**src/rtl/mod_add_sub_pipe.sv**
```systemverilog
// mod_add_sub_pipe: two-stage pipelined modular adder/subtractor with valid/ready handshake
module mod_add_sub_pipe #(
    parameter int WIDTH = 14,
    parameter int Q     = 12289
) (
    input  logic             clk,
    input  logic             rst,
    input  logic             in_valid,
    output logic             in_ready,
    input  logic [WIDTH-1:0] A,
    input  logic [WIDTH-1:0] B,
    output logic             out_valid,
    input  logic             out_ready,
    output logic [WIDTH-1:0] Sum,
    output logic [WIDTH-1:0] Diff
);
    localparam logic [WIDTH:0] QX = (WIDTH+1)'(Q);

    logic [WIDTH:0]   s1, d1;
    logic [WIDTH-1:0] s_red, d_red;
    logic             v1, v2, adv1, adv2;

    // Each stage advances when its successor is empty or draining; ready ripples back combinationally
    always_comb begin
        adv2  = !v2 || out_ready;
        adv1  = !v1 || adv2;
        s_red = WIDTH'((s1 >= QX) ? s1 - QX : s1);
        d_red = WIDTH'(d1[WIDTH] ? d1 + QX : d1);
    end

    assign in_ready  = adv1;
    assign out_valid = v2;

    // Stage 1: raw sum and difference, MSB of the difference is the borrow
    always_ff @(posedge clk or posedge rst) begin
        if (rst) begin
            v1 <= 1'b0;
            s1 <= '0;
            d1 <= '0;
        end else if (adv1) begin
            v1 <= in_valid;
            if (in_valid) begin
                s1 <= {1'b0, A} + {1'b0, B};
                d1 <= {1'b0, A} - {1'b0, B};
            end
        end
    end

    // Stage 2: single conditional correction by Q brings both results back into range
    always_ff @(posedge clk or posedge rst) begin
        if (rst) begin
            v2   <= 1'b0;
            Sum  <= '0;
            Diff <= '0;
        end else if (adv2) begin
            v2   <= v1;
            Sum  <= s_red;
            Diff <= d_red;
        end
    end
endmodule

```
**config.mk**
```make
export PLATFORM = sky130hd
export DESIGN_NAME = mod_add_sub_pipe
export DESIGN_NICKNAME = d
export VERILOG_FILES = /design/src/rtl/mod_add_sub_pipe.sv
export SDC_FILE = /design/constraint.sdc
export NUM_CORES = 1
export LEC_CHECK = 0
export ABC_AREA = 1
export CORE_MARGIN = 5
export CORE_UTILIZATION = 58
export DETAILED_ROUTE_END_ITERATION = 8
export PLACE_DENSITY_LB_ADDON = 0.3
export REMOVE_ABC_BUFFERS = 1
export SETUP_SLACK_MARGIN = 0.3
export SLEW_MARGIN = 20
export SYNTH_ARGS = -nofsm -noshare
export SYNTH_HDL_FRONTEND = slang
export SYNTH_SLANG_ARGS = --single-unit
```
**constraint.sdc**
```tcl
create_clock -name clk -period 3.5 [get_ports clk]
set_input_delay 0.7 -clock clk [delete_from_list [all_inputs] [get_ports clk]]
set_output_delay 0.7 -clock clk [all_outputs]
set_load 0.01 [all_outputs]
```
# ---- After elaboration in Yosys (flattened, before gate mapping)
# Index checks and enable logic that the tools add are counted.
# Widths: inputs -> output; s select.
dict set report totals {
  reg_bits 60
  latch_bits 0
  mem_bits_rw 0
  rom_bits 0
  in_bits 32
  memories 0
}
dict set report classes {
  addsub 4
  multipliers 0
  div_mod_pow 0
  n_lt_le_gt_ge 1
  eq_ne 0
  shift 0
  n_mux 2
  n_bitwise 0
  reduce_logical 5
}
# cell n
set ops {}
lappend ops {{$mux 14} 2}
lappend ops {{$add 14x14->15} 1}
lappend ops {{$ge 15x14->1 const B} 1}
lappend ops {{$sub 14x14->15} 1}
lappend ops {{$add 14x14->14 const B} 1}
lappend ops {{$sub 14x14->14 const B} 1}
lappend ops {{$logic_not 1->1} 2}
lappend ops {{$logic_or 1x1->1} 2}
lappend ops {{$reduce_and 2->1} 1}

# ---- Depth between registers and ports, before layout
dict set report depth {
  depth_word 4
  depth_mapped 13
  mapped_depth_nobuf 12
}

# ---- Worst setup path after synthesis
# No wires, ideal clock.
dict set report synth_timing {
  kind {input to register}
  start {in A[0]}
  end {reg d1[6]}
  setup_ns 0.123
  arrival_ns 1.920
  path_slack_ns 1.457
  cell_stages 8
  cell_sequence {inv_1 -> ha_1 -> fa_1 -> o21ai_1 -> nand2_1 -> nand2_1 -> xor2_1 -> o21ai_1}
}
dict set report synth_between {
  elab_chain_cells 1
}
# item line
set synth_lines {}
lappend synth_lines {{start: declaration} 10} ;# input logic [WIDTH-1:0] A,
lappend synth_lines {{$sub 14x14->15} 44} ;# d1 <= {1'b0, A} - {1'b0, B};
lappend synth_lines {{end signal: assignment} 44}
lappend synth_lines {{end: declaration} 19} ;# logic [WIDTH:0] s1, d1;
# No other way between the ends.
# A chain may end at the register's enable or synchronous reset.

# ---- Worst setup path in the final report
dict set report layout_timing {
  start {in B[4]}
  end {reg s1[13]}
}
dict set report layout_between {
  elab_chain_cells 1
}
# item line
set layout_lines {}
lappend layout_lines {{start: declaration} 11} ;# input logic [WIDTH-1:0] B,
lappend layout_lines {{$add 14x14->15} 43} ;# s1 <= {1'b0, A} + {1'b0, B};
lappend layout_lines {{end signal: assignment} 43}
lappend layout_lines {{end: declaration} 19}
# No other way between the ends.

==> results.ini <==
[min_path]
hold_depth = 2
min_from = Diff[9]
min_path_type = flip-flop to flip-flop
holdPathEnd = Diff[9]

[synthesis]
ys_seq_elements = 59
yosys.area_share.simple_pct = 37.5
mappedNetlistArea_sq_mm = 0.00453
ys.flop_type = dfrtp_1
synth_fa_ha_area_share_pct = 9.44
muxShareOfSynthArea_pct = 0
synth_top_cell_by_area = dfrtp_1
synthTopCellsByArea = dfrtp_1, nand2_1, ha_1
syn_inst = 692
synth-xor-area-share_pct = 1.35
synth.yosys.warnings = 0
synth_edf_count = 0
synth_top_area_share_pct = 32.6
yosysMostFrequentCell = nand2_1
synth_top_family_by_area = simple AND/OR/NAND/NOR gates
seq_area_frac_synth_pct = 32.6
synthTopCellsByCount = nand2_1, inv_1, nand3_1
synth_async_sr_flop_share_pct = 100
synth-compound-area-share_pct = 9.05
synth_cell_types = 35
syn_avg_cell_area_sq_um = 6.55

[layout]
fillers = 655
area_delta_synth_final_pct = 19.8
seqCellArea_sq_mm = 0.00148
insertedDiodeCount = 0
final_nets = 812
multi_input_area_sq_mm = 0.00260
stdcell_count = 854
drive_above_1_share_pct = 5.59

[clock_tree]
cts-root-buf = clkbuf_8
cts_sinks = 59
cts-buffers-inserted = 9
h-tree-depth = 3
insertion_delay_ns = 0.34
ctsResizeCount = 0
cts_hold_buffers = 0
cts_tree = yes
post_cts_buffers = 0
clk_pin_slew_ns = 0.07
cts_buffer_depth = 2

[global_routing]
grt_overflow = 0
antenna_found_initial = 0
grt_pass1_wl_mm = 20.7
grt_max_degree = 37
grt_pass1_vias = 4546
grt_usage_pct = 26.2

[die]
die_area_sq_mm = 0.00969
chipHeight_um = 98.4
core_sq_mm = 0.00769
initial_core_util_pct = 59.0
std_cell_rows = 32
fp.dieW_um = 98.4
pin_count = 62

[placed_design]
dpl.hpwl_mm = 9.80
dp_slack_ns = 0.595
portBuffers = 61
gp_congestion = 0.976
dp.cells = 838

[power]
finalPower_mw = 2.77
ir_drop_v = 0.000239
p_leak_nw = 2.79
power_density_mw_per_mm2 = 510

[worst_setup_path]
crit_start = B[4]
crit_top_cell = nand2_1
required_ns = 3.77
critPathMaxStageDelay_ns = 0.48
rr_startpoint = out_valid
crit_chain = clkdlybuf4s50_1, inv_1, ha_1, inv_1, a21oi_1, nand3_1, nand2_1, nand2_1, nand2_1, nand3_1, nand2_1
path_max_fanout = 9
endpoint_kind = flip-flop
worstPathArrival_ns = 2.85
reg2regPathDepth = 7
critPathKind = input port to flip-flop
cp-start-kind = input port
timing.rr.end = d1[5]
r2r_setup_slack_ns = 1.58
slowest_stage = clkdlybuf4s50_1

[route]
routed_wl_mm = 12.3
drc_errors = 0
vias_per_cell = 5.42
wl_per_cell_um = 14.4
ant_nets = 0
first_pass_iters = 6
vias = 4625
drt-initial-drc-count = 285

[sta]
finalHoldViolations = 0
worst_slack_ns = 0.918
fmax_mhz = 387
period_needed_ns = 2.58
grt_setup_unrepaired = false
tns_ns = 0
worst_slew_pin_slew_ns = 0.950
skew_ns = 0.0117
period_share_pct = 73.8
slew_headroom_pct = 36.6
setup_viol = 0
finalMaxSlewViolations = 0

[status]
status = finished clean

[run]
cap_viol_max_count = 0

[worst max path at each step]
stage,slack (ns),end,cells past startpoint
after CTS,0.91,in_ready,4
final,0.92,s1[13],11
after global routing,0.79,s1[13],11
after detailed placement,0.60,s1[13],11
after global placement,0.61,s1[13],11
after floorplan,1.12,d1[9],6
[critical path: cells and delay by family]
family / cells / cell delay, ns
AO/OA/AOI/OAI: 1 / 0.27
adder cells (fa/ha/maj): 1 / 0.46
buffers and inverters: 3 / 0.63
AND/OR/NAND/NOR: 6 / 0.80
[metrics by stage]
stage                     hold slack [ns]  cell area [sq um]  utilization, %
final                               0.487               5430            70.6
after global routing                0.504               5430            70.6
after CTS                           0.484               5430            70.6
after detailed placement            0.465               5190            67.5
after global placement              0.462               5190            67.5
after floorplan                     0.449               4410               -
[area by class of cell]
type                    instances  share of cell area (%)
repair buffers                 66                    11.9
multi-input cells             521                    47.9
flip-flops and latches         59                    27.2
clock buffers                  11                    2.60
well taps                     102                    2.35
inverters                      90                    6.22
clock inverters                 5                    1.84
[state kept, by name, indices dropped and copies added (netlist names)]
signal	cells
s1	15
v1	1
Diff	14
out_valid	1
Sum	14
d1	14
[cell families (layout without fill, tap and decap cells)]
family | Yosys count | count (layout)
simple gates | 405 | 405
buf+inv | 112 | 172
compound gates | 76 | 76
flops | 59 | 59
fa+ha+maj | 33 | 33
xor+xnor | 7 | 7
[report_power, final]
| part | total [mW] | leakage, nW | internal (mW) | switching [mW] |
|---|---|---|---|---|
| Combinational | 1.01 | 1.96 | 0.431 | 0.575 |
| Sequential | 1.01 | 0.712 | 0.851 | 0.155 |
| Clock | 0.758 | 0.123 | 0.490 | 0.268 |
| Total | 2.77 | 2.79 | 1.77 | 0.997 |
[layer usage]
metal	track usage [%]	wire, um	up-vias
met5	0	0	-
met4	12.0	371	0
met3	4.03	810	36
met2	44.8	6080	181
met1	32.5	5040	2098
li1	-	-	2310
[layout by cell type (no fill, tap or decap), types with 2 or more instances in the layout]
master           Yosys  routed
nor2_1              72      72
nor2_2               3       3
inv_2                8       9
o21ai_1             10      10
fa_1                 2       2
ha_1                31      31
a21oi_1             25      25
nand2_2              3       3
clkdlybuf4s50_1      0      61
clkinv_2             0       2
xor2_1               6       6
clkbuf_8             0      10
bufinv_16            0       3
nand4_1              8       8
dfrtp_1             59      59
nand3_1             75      75
and2_1               3       3
o21ai_0             26      26
inv_1               82      81
o21bai_1             3       3
o22ai_1              6       6
or2_2                2       2
nor3_1               6       6
buf_4                1       5
nand2_1            229     229
a31oi_1              2       2
(Power assumes the default switching activity.)
